$ cat src/rtl/time_keeper_alarm.sv
// Running HH:MM:SS timekeeper with alarm compare, ring control FSM and BCD digits.
// Build option: define SNOOZE_EN to add the snooze state and its minute counter.
module time_keeper_alarm #(
   parameter int TICKS_PER_SEC = 100000000,
   parameter int RING_SECS     = 60,
   parameter int SNOOZE_MIN    = 5
) (
   input  logic       clk,
   input  logic       reset,
   input  logic       adjust_mode,
   input  logic [1:0] adjusted,
   input  logic [4:0] time_hours_in,
   input  logic [5:0] time_minutes_in,
   input  logic [4:0] alarm_hours_in,
   input  logic [5:0] alarm_minutes_in,
   input  logic       alarm_enable,
   input  logic       dismiss,
   input  logic       snooze,
   output logic [4:0] time_hours_out,
   output logic [5:0] time_minutes_out,
   output logic [5:0] seconds_out,
   output logic [4:0] alarm_hours_out,
   output logic [5:0] alarm_minutes_out,
   output logic [2:0] hours_tens,
   output logic [3:0] hours_units,
   output logic [2:0] minutes_tens,
   output logic [3:0] minutes_units,
   output logic       alarm_ringing,
   output logic       sec_tick
);

   localparam int PRESC_W = (TICKS_PER_SEC > 1) ? $clog2(TICKS_PER_SEC) : 1;
   localparam logic [PRESC_W-1:0] PRESC_MAX = PRESC_W'(TICKS_PER_SEC - 1);
   localparam int RING_W = $clog2(RING_SECS + 1);
   localparam logic [RING_W-1:0] RING_LAST = RING_W'(RING_SECS - 1);

   function automatic logic time_valid(input logic [4:0] h, input logic [5:0] m);
      return (h <= 5'd23) && (m <= 6'd59);
   endfunction

   logic [PRESC_W-1:0] presc;

   always_ff @(posedge clk) begin
      if (reset) begin
         presc             <= '0;
         sec_tick          <= 1'b0;
         time_hours_out    <= '0;
         time_minutes_out  <= '0;
         seconds_out       <= '0;
         alarm_hours_out   <= '0;
         alarm_minutes_out <= '0;
      end else begin
         sec_tick <= 1'b0;
         if (adjust_mode) begin
            presc <= '0;
            if (adjusted[0] && time_valid(time_hours_in, time_minutes_in)) begin
               time_hours_out   <= time_hours_in;
               time_minutes_out <= time_minutes_in;
               seconds_out      <= '0;
            end
         end else if (presc == PRESC_MAX) begin
            // second boundary: tick and counters advance on the same edge
            presc    <= '0;
            sec_tick <= 1'b1;
            if (seconds_out == 6'd59) begin
               seconds_out <= '0;
               if (time_minutes_out == 6'd59) begin
                  time_minutes_out <= '0;
                  time_hours_out   <= (time_hours_out == 5'd23) ? 5'd0 : time_hours_out + 5'd1;
               end else begin
                  time_minutes_out <= time_minutes_out + 6'd1;
               end
            end else begin
               seconds_out <= seconds_out + 6'd1;
            end
         end else begin
            presc <= presc + PRESC_W'(1);
         end
         if (adjusted[1] && time_valid(alarm_hours_in, alarm_minutes_in)) begin
            alarm_hours_out   <= alarm_hours_in;
            alarm_minutes_out <= alarm_minutes_in;
         end
      end
   end

   assign hours_tens    = 3'(time_hours_out / 5'd10);
   assign hours_units   = 4'(time_hours_out % 5'd10);
   assign minutes_tens  = 3'(time_minutes_out / 6'd10);
   assign minutes_units = 4'(time_minutes_out % 6'd10);

   // sec_tick is high in the cycle the new time is visible, so the compare uses registered values
   logic match;
   assign match = sec_tick && (seconds_out == 6'd0) &&
                  (time_hours_out == alarm_hours_out) &&
                  (time_minutes_out == alarm_minutes_out) &&
                  alarm_enable && !adjust_mode;

`ifdef SNOOZE_EN
   typedef enum logic [1:0] {IDLE = 2'd0, RINGING = 2'd1, SNOOZE = 2'd2} state_t;
   localparam int SNZ_W = $clog2(SNOOZE_MIN * 60 + 1);
   localparam logic [SNZ_W-1:0] SNZ_LAST = SNZ_W'(SNOOZE_MIN * 60 - 1);
   logic [SNZ_W-1:0] snz_cnt, snz_cnt_nxt;
`else
   typedef enum logic [0:0] {IDLE = 1'b0, RINGING = 1'b1} state_t;
   logic unused_snooze;
   assign unused_snooze = snooze & (SNOOZE_MIN != 0);
`endif

   state_t state, state_nxt;
   logic [RING_W-1:0] ring_cnt, ring_cnt_nxt;
   logic stop;

   always_ff @(posedge clk) begin
      if (reset) begin
         state    <= IDLE;
         ring_cnt <= '0;
`ifdef SNOOZE_EN
         snz_cnt  <= '0;
`endif
      end else begin
         state    <= state_nxt;
         ring_cnt <= ring_cnt_nxt;
`ifdef SNOOZE_EN
         snz_cnt  <= snz_cnt_nxt;
`endif
      end
   end

   always_comb begin
      state_nxt    = state;
      ring_cnt_nxt = ring_cnt;
`ifdef SNOOZE_EN
      snz_cnt_nxt  = snz_cnt;
`endif
      stop = dismiss || !alarm_enable || adjust_mode;
      case (state)
         IDLE: begin
            if (match && !dismiss) begin
               state_nxt    = RINGING;
               ring_cnt_nxt = '0;
            end
         end
         RINGING: begin
            if (stop) begin
               state_nxt = IDLE;
`ifdef SNOOZE_EN
            end else if (snooze) begin
               state_nxt   = SNOOZE;
               snz_cnt_nxt = '0;
`endif
            end else if (sec_tick) begin
               if (ring_cnt == RING_LAST) state_nxt = IDLE;
               else ring_cnt_nxt = ring_cnt + RING_W'(1);
            end
         end
`ifdef SNOOZE_EN
         SNOOZE: begin
            if (stop) begin
               state_nxt = IDLE;
            end else if (sec_tick) begin
               if (snz_cnt == SNZ_LAST) begin
                  state_nxt    = RINGING;
                  ring_cnt_nxt = '0;
               end else begin
                  snz_cnt_nxt = snz_cnt + SNZ_W'(1);
               end
            end
         end
`endif
         default: state_nxt = IDLE;
      endcase
   end

   assign alarm_ringing = (state == RINGING);

endmodule
$ cat config.mk
export PLATFORM = sky130hd
export DESIGN_NAME = time_keeper_alarm
export DESIGN_NICKNAME = d
export VERILOG_FILES = /design/src/rtl/time_keeper_alarm.sv
export SDC_FILE = /design/constraint.sdc
export NUM_CORES = 1
export LEC_CHECK = 0
export CORE_AREA = 2 2 125 66
export CTS_BUF_LIST = sky130_fd_sc_hd__clkbuf_4 sky130_fd_sc_hd__clkbuf_8
export DETAILED_ROUTE_END_ITERATION = 8
export DIE_AREA = 0 0 127 68
export PLACE_DENSITY = 0.77
export RECOVER_POWER = 50
export SYNTH_ARGS = -nofsm -noshare
export SYNTH_HDL_FRONTEND = slang
export SYNTH_SLANG_ARGS = --single-unit
$ cat constraint.sdc
create_clock -name clk -period 3.28 [get_ports clk]
set_input_delay 0.656 -clock clk [delete_from_list [all_inputs] [get_ports clk]]
set_output_delay 0.656 -clock clk [all_outputs]
set_load 0.02 [all_outputs]
* Word-level counts from Yosys, hierarchy flattened *
Index checks and enable logic that the tools add are counted.

storage, ports and cells
  register bits = 63
  output and inout bits = 44
  input port bits = 30
  logic and storage cells = 86

operators by class
  divide/modulo/power cells = 4
  order comparisons = 4
  reduce and logical (&&, ||, !) cells = 25
  add/sub/neg operators = 5
  multiplexer cells = 26
  equal/unequal tests = 12
  bitwise logic cells = 1

operator list
  kind                                           number
  2-to-1 mux 6 bit                               13
  2-to-1 mux 5 bit                               6
  adder 27 x 1 -> 27 bit, second input constant  1
  == test 27 bit, second input constant          1
  adder 6 x 1 -> 6 bit, second input constant    3
  == test 6 bit, second input constant           3
  <= comparator 6 bit, second input constant     2
  one-hot mux 6 bit (2 select lines)             1
  <= comparator 5 bit, second input constant     2
  logical AND 1 bit                              10
  != test 2 bit, second input constant           4
  AND reduction 4 bit                            2
  divider 6 x 4 -> 6 bit, second input constant  1
  == test 6 bit                                  1
  zero test 6 bit                                1
  modulo 6 x 4 -> 6 bit, second input constant   1
  nonzero test 2 bit                             3
  adder 5 x 1 -> 5 bit, second input constant    1
  divider 5 x 4 -> 5 bit, second input constant  1
  == test 5 bit                                  1
  == test 5 bit, second input constant           1
  modulo 5 x 4 -> 5 bit, second input constant   1
  2-to-1 mux 1 bit                               5
  zero test 1 bit                                3
  other kinds (8)                                9

* Longest topological paths before layout *
Gate-level depths: netlist (run 1).

  depth after elaboration = 9
  mapped depth = 11
  mapped depth without buffers = 10

* Least setup slack after synthesis (run 1) *
No wires, ideal clock.

  path type = reg-to-output
  from = register time_minutes_out[4]
  to = output minutes_units[2]
  data required time = 2.624 ns
  data arrival time = 2.605 ns
  cell stages (with the launch flop) = 11
  path buffers = 1
  slack = 0.019 ns
  cell sequence = dfxtp_1 -> clkbuf_1 -> inv_1 -> ha_1 -> nor2b_1 -> o22ai_1 -> a221oi_1 -> xnor2_1 -> inv_1 -> ha_1 -> a32oi_1

on the way
  cells in the longest elaborated chain, start to end = 1

ends and longest elaborated chain
  what                    line  RTL
  from (decl)             20    output logic [5:0] time_minutes_out,
  from (signal assigned)  58    time_minutes_out <= time_minutes_in;
  from (signal assigned)  71    time_minutes_out <= time_minutes_out + 6'd1;
  modulo 6 x 4 -> 6 bit   89    assign minutes_units = 4'(time_minutes_out % 6'd10);
  to (decl)               27    output logic [3:0] minutes_units,

No other way between the ends.

* Worst setup path in the final report (run 1) *
  from = register time_minutes_out[4]
  to = output minutes_units[3]

The elaborated chain is that of the path after synthesis.

==> impl_metrics.json, run 1 <==
{
  "status": "complete, but fails checks",
  "violations": "max-capacitance violations, max-slew violations",
  "crit_end": "minutes_units[3]",
  "setup_viol": 0,
  "rows": 23,
  "drt_iter0_drc": 351,
  "antenna_found_initial": 0,
  "setup_slack_ns": 0.172,
  "grt_max_degree": 37,
  "critPathLaunchType": "flop",
  "io_buffers": 71,
  "yosysSeqAreaShare_pct": 34.1,
  "routed_wl_mm": 9.36,
  "htreeDepth": 3,
  "antenna_cells": 0,
  "tritoncts": "yes",
  "grt_pass1_vias": 2976,
  "worstRegToRegCells": 7,
  "hp-class": "flop to flop",
  "final_hold_viol_count": 0,
  "synth.avg_cell_area_sq_um": 8.23,
  "drive_gt1_share_pct": 10.4,
  "leakage_nw": 1.91,
  "r2r_slack_ns": 0.67,
  "drc": 0,
  "start_util_pct": 48.3,
  "cts_buffers": 9,
  "wire_per_inst_um": 14.9,
  "synth_edf_count": 0,
  "synthArstFlopShare_pct": 0,
  "crit_arrival_ns": 2.45,
  "r2r_start": "presc[0]$_SDFF_PP0_",
  "clk_latency_ns": 0.36,
  "ios": 74,
  "max_freq_mhz": 322,
  "ys_ff_latch": 63,
  "r2r-end": "time_minutes_out[0]$_SDFFE_PP0P_",
  "worstPathMaxFanout": 4,
  "power_density_nw_per_um2": 389,
  "synthCells": 449,
  "area_delta_synth_final_pct": 28.7,
  "via_per_inst": 5.49,
  "cts_hold_buffers": 0,
  "final_nets": 569,
  "hpwl_mm": 7.01,
  "drv_slew": 37,
  "worst_pin_slew_ns": 1.75,
  "grt_use_total_pct": 22.4,
  "synth_cell_types": 60,
  "period_share_pct": 94.7,
  "grt_pass1_wl_mm": 14.9,
  "slew_headroom_pct": -16.6,
  "die-area_sq_um": 8640,
  "maxCapViolations": 1,
  "core_area_sq_um": 7650,
  "fin_util_pct": 62.1,
  "worstSetupPathType": "flop to output port",
  "timing.final.crit_period_ns": 3.11,
  "required_ns": 2.62,
  "die_y_um": 68,
  "postRouteAntennaNets": 0,
  "clock_path_buffers": 2,
  "root_buffer": "clkbuf_8",
  "globalplace.congestion": 0.826,
  "crit_path_start": "time_minutes_out[4]$_SDFFE_PP0P_",
  "path_clk_slew_ns": 0.07,
  "clock_sinks": 63,
  "synth_nets": 494,
  "synth_area_sq_um": 3690,
  "final_common_cell": "nor2_1",
  "layout_common_cells": "nor2_1 (70), dfxtp_1 (62), dlygate4sd3_1 (35)",
  "vias": 3451,
  "peakVddDrop_mv": 0.300,
  "yosys_warnings": 0,
  "p_total_w": 0.00185,
  "pre_cts_ws_ns": -0.0662,
  "ys.flop_type": "dfxtp_1",
  "skew_ns": 0.0143,
  "die_w_um": 127,
  "dr.pass1.iters": 4,
  "grt-ovfl-total": 0,
  "cp-end-kind": "output port",
  "final.setup.tns_ns": 0
}
[Yosys cell counts (2+ instances only)]
master / count / area share (%)
nor2_1: 70 / 7.1
dfxtp_1: 63 / 34
nand2_1: 34 / 3.5
xnor2_1: 24 / 5.7
xor2_1: 24 / 5.7
a21oi_1: 18 / 2.4
inv_1: 18 / 1.8
nand3_1: 18 / 2.4
ha_1: 15 / 5.1
o21ai_0: 15 / 2.0
and3_1: 13 / 2.2
mux2i_1: 13 / 3.5
nand4_1: 13 / 2.2
nor3_1: 13 / 1.8
clkbuf_1: 12 / 1.2
buf_2: 6 / 0.81
nor2b_1: 5 / 0.85
and2_1: 4 / 0.68
nand2b_1: 4 / 0.68
nor3b_1: 4 / 0.81
a211oi_1: 3 / 0.61
a22oi_1: 3 / 0.61
a31oi_1: 3 / 0.51
and4_1: 3 / 0.71
buf_4: 3 / 0.61
o211ai_1: 3 / 0.61
o31ai_1: 3 / 0.61
nand3b_1: 2 / 0.41
nor3_2: 2 / 0.54
nor4_1: 2 / 0.34
nor4bb_1: 2 / 0.54
o21a_1: 2 / 0.41
o22ai_1: 2 / 0.34
o31ai_4: 2 / 1.2
or2_2: 2 / 0.34
or3_1: 2 / 0.34
[what timing repair did]
action / 4_1_cts / 5_1_grt
setup endpoints to repair: 6 / 6
pin swaps: 2 / 2
resized for setup: 15 / 8
setup buffers: 1 / 0
[area by class of cell]
class | instances | area, sq um
well taps | 100 | 125
clock buffers | 13 | 179
flip-flops and latches | 63 | 1260
fillers | 655 | 2900
inverters | 18 | 67.6
repair buffers | 88 | 822
multi-input cells | 344 | 2270
clock inverters | 3 | 25.0
[how the worst min path moves through the flow]
stage	startpoint	end	slack, ns	cells after the start
after floorplan	presc[0]$_SDFF_PP0_	presc[0]$_SDFF_PP0_	0.43	1
after global placement	presc[0]$_SDFF_PP0_	presc[0]$_SDFF_PP0_	0.44	1
after detailed placement	presc[0]$_SDFF_PP0_	presc[0]$_SDFF_PP0_	0.46	1
after CTS	presc[0]$_SDFF_PP0_	presc[0]$_SDFF_PP0_	0.48	1
after global routing	presc[0]$_SDFF_PP0_	presc[0]$_SDFF_PP0_	0.50	1
final	presc[0]$_SDFF_PP0_	presc[0]$_SDFF_PP0_	0.47	1
[logic make-up after synthesis]
| family | after synthesis | synth area share, % |
|---|---|---|
| AO/OA/AOI/OAI | 66 | 12.5 |
| other | 1 | 0.102 |
| multiplexers | 13 | 3.52 |
| XOR/XNOR | 48 | 11.4 |
| adder cells (fa/ha/maj) | 15 | 5.08 |
| buffers and inverters | 42 | 5.25 |
| flip-flops | 63 | 34.1 |
| AND/OR/NAND/NOR | 201 | 28.0 |
[power breakdown]
part	total, W	internal, W	switching [W]
clock network	0.000674	0.000359	0.000315
logic	0.000368	0.000166	0.000202
registers	0.000806	0.000784	0.0000220
total	0.00185	0.00131	0.000539
[registers in the layout (all words and copies together) (netlist names)]
signal             flops
alarm_minutes_out      6
seconds_out            6
alarm_hours_out        5
ring_cnt               6
time_hours_out         5
sec_tick               1
alarm_ringing          1
presc                 27
time_minutes_out       6
[routing by layer]
metal | GRT usage, % | wire length, um
met5 | 0 | 0
met4 | 4.95 | 42
met3 | 7.58 | 658
met2 | 32.8 | 3960
met1 | 31.8 | 4690
[worst max-delay path, stage by stage (launching register included)]
cell and delay (ns):
dfxtp_1 0.31, inv_1 0.11, ha_4 0.22, nor2b_1 0.10
o22ai_1 0.09, a221oi_2 0.34, xnor2_2 0.16, inv_1 0.08
ha_1 0.19, nor3_1 0.19, a221o_1 0.13, buf_2 0.16
[through the flow]
stage | area, sq um | hold WS, ns | instances
floorplan | 3690 | 0.430 | 449
global placement | 4520 | 0.442 | 612
detailed placement | 4520 | 0.462 | 612
CTS | 4730 | 0.478 | 629
global route | 4750 | 0.497 | 629
finish | 4750 | 0.475 | 629
Power figures use the tool's default switching activity.
==> inputs of run 2 (changes only) <==
CTS_BUF_LIST = not set   (was sky130_fd_sc_hd__clkbuf_4 sky130_fd_sc_hd__clkbuf_8)
SETUP_SLACK_MARGIN = 0.2   (was not set)
==> impl_metrics.json, run 2 (synthesized netlist as in run 1, its figures left out) <==
{
  "status": "complete, but fails checks",
  "violations": "max-capacitance violations, max-slew violations",
  "slowest_delay_ns": 0.34,
  "critPathLaunchType": "flop",
  "clock_path_buffers": 2,
  "dpl.cell_count": 612,
  "critPathTopFamily": "compound AO/OA/AOI/OAI gates",
  "drive_gt1_share_pct": 11.2,
  "path_clk_slew_ns": 0.05,
  "seq_area_sq_um": 1260,
  "drv_slew": 37,
  "drt_iter0_drc": 241,
  "drc": 0,
  "grt_max_degree": 37,
  "hp-class": "flop to flop",
  "slew_headroom_pct": -15.9,
  "worst-path-buf-inv": 3,
  "crit_slowest_cell": "a221o_1",
  "rsz0062_at_grt": "yes",
  "max_freq_mhz": 325,
  "period_share_pct": 93.7,
  "rows": 23,
  "setup_viol": 0,
  "via_per_inst": 5.59,
  "path_cells": "inv_2 > ha_4 > nor2b_1 > o22ai_1 > a221oi_2 > xnor2_1 > inv_1 > ha_2 > a221o_1 > buf_6",
  "die-area_sq_um": 8640,
  "die_y_um": 68,
  "top_register": "presc",
  "htreeDepth": 3,
  "root_buffer": "clkbuf_16",
  "dr.pass1.iters": 5,
  "area_delta_synth_final_pct": 30.9,
  "grt_pass1_vias": 3241,
  "p_total_w": 0.00211,
  "leakage_nw": 1.91,
  "ios": 74,
  "tritoncts": "yes",
  "maxCapViolations": 1,
  "grt_use_total_pct": 23.9,
  "worstSetupPathType": "flop to output port",
  "cts_buffers": 9,
  "core_area_sq_um": 7650,
  "n_fill_cell": 656,
  "grt_pass1_wl_mm": 16.0,
  "antenna_cells": 0,
  "setup_slack_ns": 0.207,
  "clock_sinks": 63,
  "post_cts_buffers": 0,
  "multi_input_comb_area_sq_um": 2280,
  "globalplace.congestion": 0.858,
  "postRouteAntennaNets": 0,
  "fin_cells": 626,
  "final_nets": 568,
  "cp-end-kind": "output port",
  "worstPathMaxFanout": 4,
  "worst_pin_slew_ns": 1.74,
  "routed_wl_mm": 9.84,
  "vias": 3497,
  "final_common_cell": "nor2_1",
  "start_util_pct": 48.3,
  "antenna_found_initial": 0,
  "final_hold_viol_count": 0,
  "placedInstanceArea_sq_um": 4530,
  "io_buffers": 71,
  "holdWs_ns": 0.458,
  "layout_common_cells": "nor2_1 (70), dfxtp_1 (60), dlygate4sd3_1 (35)",
  "hpwl_mm": 7.18,
  "die_w_um": 127,
  "largest_reg_flops": 27,
  "wire_per_inst_um": 15.7,
  "grt-ovfl-total": 0,
  "cts_hold_buffers": 0,
  "power_density_nw_per_um2": 437,
  "stdcell_area_sq_um": 4830,
  "required_ns": 2.62,
  "timing.final.crit_period_ns": 3.07,
  "clk_latency_ns": 0.34,
  "crit_arrival_ns": 2.42,
  "pre_cts_ws_ns": -0.0424,
  "skew_ns": 0.00400,
  "peakVddDrop_mv": 0.333
}
run 2: cell count changes in the layout (fill, tap and decap cells not counted), sizes merged:
cell	delta
clkdlybuf4s15	+2
dlymetal6s2s	-2
dlygate4sd1	+1
clkbuf	-1
dlygate4sd2	-1
bufinv	+1
buf	-2
clkdlybuf4s50	-1
run 2: path summary, 6_finish.rpt:
path / start / endpoint / slack [ns] / cells after the start
max reg2reg: presc[0]$_SDFF_PP0_ / time_minutes_out[0]$_SDFFE_PP0P_ / 0.56 / 7
min reg2reg: presc[0]$_SDFF_PP0_ / presc[0]$_SDFF_PP0_ / 0.46 / 1
max: time_minutes_out[4]$_SDFFE_PP0P_ / minutes_units[3] / 0.21 / 10
min: presc[0]$_SDFF_PP0_ / presc[0]$_SDFF_PP0_ / 0.46 / 1
run 2: layer usage:
layer | track usage, % | vias to the layer above | routed length (um) | part of all wire (%)
met5 | 0 | - | 0 | 0
met4 | 7.14 | 0 | 156 | 1.6
met3 | 6.88 | 22 | 710 | 7.2
met2 | 36.9 | 131 | 4210 | 43
met1 | 32.8 | 1647 | 4760 | 48
li1 | - | 1697 | - | -
run 2: worst reg2reg max path, stage by stage (launching register included):
cell and delay [ns]:
dfxtp_1 0.36, ha_1 0.22, and4_1 0.35, nand3_1 0.23
or3_4 0.46, o31ai_4 0.65, nor2_1 0.10, a211oi_1 0.24
run 2: cell type report:
cell class                 instances  area share, %
timing repair buffer              87           16.8
clock inverter                     4          0.983
multi-input combinational        344           47.1
inverter                          18           1.40
clock buffer                      10           4.94
sequential                        63           26.2
tap                              100           2.59
run 2: report_power, final:
part	internal (W)	switching (W)
clock network	0.000596	0.000326
logic	0.000175	0.000205
registers	0.000786	0.0000251
run 2: timing repair:
action | in CTS | in global routing
resized for setup | 21 | 16
pin swaps | 2 | 3
setup endpoints to repair | 8 | 7
run 2: through the flow:
stage,TNS [ns],util (%)
final,0,63.2
after global routing,0,63.2
after CTS,0,63.0
after detailed placement,-0.0434,59.2
after global placement,0,59.2
after floorplan,0,-
==> inputs of run 3 (changes only) <==
CELL_PAD_IN_SITES_DETAIL_PLACEMENT = 0   (was not set)
CELL_PAD_IN_SITES_GLOBAL_PLACEMENT = 1   (was not set)
CORE_AREA = 2 2 149 78   (was 2 2 125 66)
DIE_AREA = 0 0 151 80   (was 0 0 127 68)
PLACE_DENSITY = not set   (was 0.77)
PLACE_DENSITY_LB_ADDON = 0.1   (was not set)
clock period = 2.64 ns   (was 3.28 ns; I/O delays follow)
==> impl_metrics.json, run 3 (synthesized netlist as in run 1, its figures left out) <==
{
  "root_buffer": "clkbuf_16",
  "cp-end-kind": "output port",
  "start_util_pct": 34.4,
  "dpl.cell_count": 681,
  "setup_viol": 4,
  "drv_slew": 0,
  "top_register": "presc",
  "drive_gt1_share_pct": 19.0,
  "hpwl_mm": 8.45,
  "holdWs_ns": 0.461,
  "slew_headroom_pct": 49.4,
  "period_share_pct": 109,
  "maxCapViolations": 0,
  "rows": 27,
  "leakage_nw": 2.07,
  "die_w_um": 151,
  "violations": "negative setup slack",
  "crit_arrival_ns": 2.34,
  "path_clk_slew_ns": 0.05,
  "htreeDepth": 3,
  "hp-class": "flop to flop",
  "die-area_sq_um": 12100,
  "seq_area_sq_um": 1270,
  "cts_buffers": 9,
  "final_hold_viol_count": 0,
  "area_delta_synth_final_pct": 41.9,
  "power_density_nw_per_um2": 518,
  "drc": 0,
  "final_nets": 600,
  "routed_wl_mm": 11.0,
  "drt_iter0_drc": 249,
  "largest_reg_flops": 27,
  "worst_pin_slew_ns": 0.759,
  "max_freq_mhz": 348,
  "die_y_um": 80,
  "grt-ovfl-total": 0,
  "peakVddDrop_mv": 0.295,
  "fin_cells": 703,
  "critPathLaunchType": "flop",
  "cts_hold_buffers": 0,
  "grt_pass1_vias": 3294,
  "io_buffers": 71,
  "grt_max_degree": 29,
  "rsz0062_at_grt": "yes",
  "via_per_inst": 4.96,
  "core_area_sq_um": 10700,
  "final_common_cell": "nor2_1",
  "worstPathMaxFanout": 3,
  "tritoncts": "yes",
  "clk_latency_ns": 0.33,
  "antenna_cells": 0,
  "antenna_found_initial": 0,
  "fin_util_pct": 48.8,
  "multi_input_comb_area_sq_um": 2370,
  "ios": 74,
  "wire_per_inst_um": 15.7,
  "worstSetupPathType": "flop to output port",
  "clock_path_buffers": 2,
  "stdcell_area_sq_um": 5240,
  "status": "complete, but fails checks",
  "timing.final.crit_period_ns": 2.87,
  "final.setup.tns_ns": -0.532,
  "grt_pass1_wl_mm": 17.7,
  "n_fill_cell": 1036,
  "required_ns": 2.11,
  "setup_slack_ns": -0.230,
  "layout_common_cells": "nor2_1 (69), dfxtp_1 (59), buf_4 (48)",
  "dr.pass1.iters": 5,
  "clock_sinks": 63,
  "grt_use_total_pct": 19.2,
  "placedInstanceArea_sq_um": 4850,
  "postRouteAntennaNets": 0,
  "globalplace.congestion": 0.778,
  "vias": 3487,
  "skew_ns": 0.00686
}
run 3: changes by cell type in the layout (fill, tap and decap cells not counted), moves of 3 or more:
cell,before,now
buf_4,15,48
dlygate4sd3_1,35,30
o21ai_0,15,10
buf_6,1,5
clkbuf_1,1,5
clkdlybuf4s50_1,28,32
o21ai_1,0,4
clkbuf_2,3,0
dfxtp_4,0,3
inv_1,17,14
run 3: worst max-delay path, stage by stage (launching register included):
cell and delay (ns):
dfxtp_4 0.36, inv_4 0.04, ha_4 0.21, nor2b_1 0.11, o22ai_1 0.09, a221oi_2 0.22
buf_4 0.18, xnor2_4 0.13, inv_2 0.07, ha_4 0.16, a221o_1 0.32, buf_6 0.13
run 3: worst paths after layout:
kind / start / endpoint / slack [ns] / depth (start not counted)
hold reg to reg: presc[0]$_SDFF_PP0_ / presc[0]$_SDFF_PP0_ / 0.46 / 1
setup reg to reg: presc[0]$_SDFF_PP0_ / time_hours_out[1]$_SDFFE_PP0P_ / 0.32 / 7
hold / removal: presc[0]$_SDFF_PP0_ / presc[0]$_SDFF_PP0_ / 0.46 / 1
setup / recovery: time_minutes_out[4]$_SDFFE_PP0P_ / minutes_units[3] / -0.23 / 11
run 3: area by class of cell:
| cell class | instances | share of cell area [%] |
|---|---|---|
| Tap cell | 145 | 3.46 |
| Clock inverter | 1 | 0.573 |
| Sequential cell | 63 | 24.3 |
| Clock buffer | 13 | 4.77 |
| Timing Repair Buffer | 119 | 20.4 |
| Multi-Input combinational cell | 344 | 45.2 |
| Inverter | 18 | 1.34 |
run 3: what timing repair did:
action                     4_1_cts  5_1_grt
resized for setup               57       17
setup endpoints to repair        9       20
pin swaps                        7        7
gates cloned                     0        0
setup buffers                    5        3
run 3: layer usage:
| metal | part of all wire (%) | global-route usage [%] | up-vias |
|---|---|---|---|
| li1 | - | - | 1768 |
| met1 | 56 | 30.8 | 1633 |
| met2 | 38 | 24.6 | 78 |
| met3 | 6.2 | 4.91 | 8 |
| met4 | 0.68 | 4.21 | 0 |
| met5 | 0 | 0 | - |
run 3: report_power, final:
group | leakage [nW] | internal [W] | switching (W)
logic | 1.42 | 0.000281 | 0.000293
clock network | 0.136 | 0.000746 | 0.000391
registers | 0.513 | 0.000975 | 0.0000283
total | 2.07 | 0.00200 | 0.000711
run 3: per-stage QoR:
step / power (W) / setup WS (ns)
4_1_cts: 0.00275 / -0.226
5_1_grt: 0.00285 / -0.337
3_5_place_dp: 0.00157 / -0.409
6_report: 0.00271 / -0.230
3_3_place_gp: 0.00156 / -0.379
2_1_floorplan: 0.00131 / 0.00202
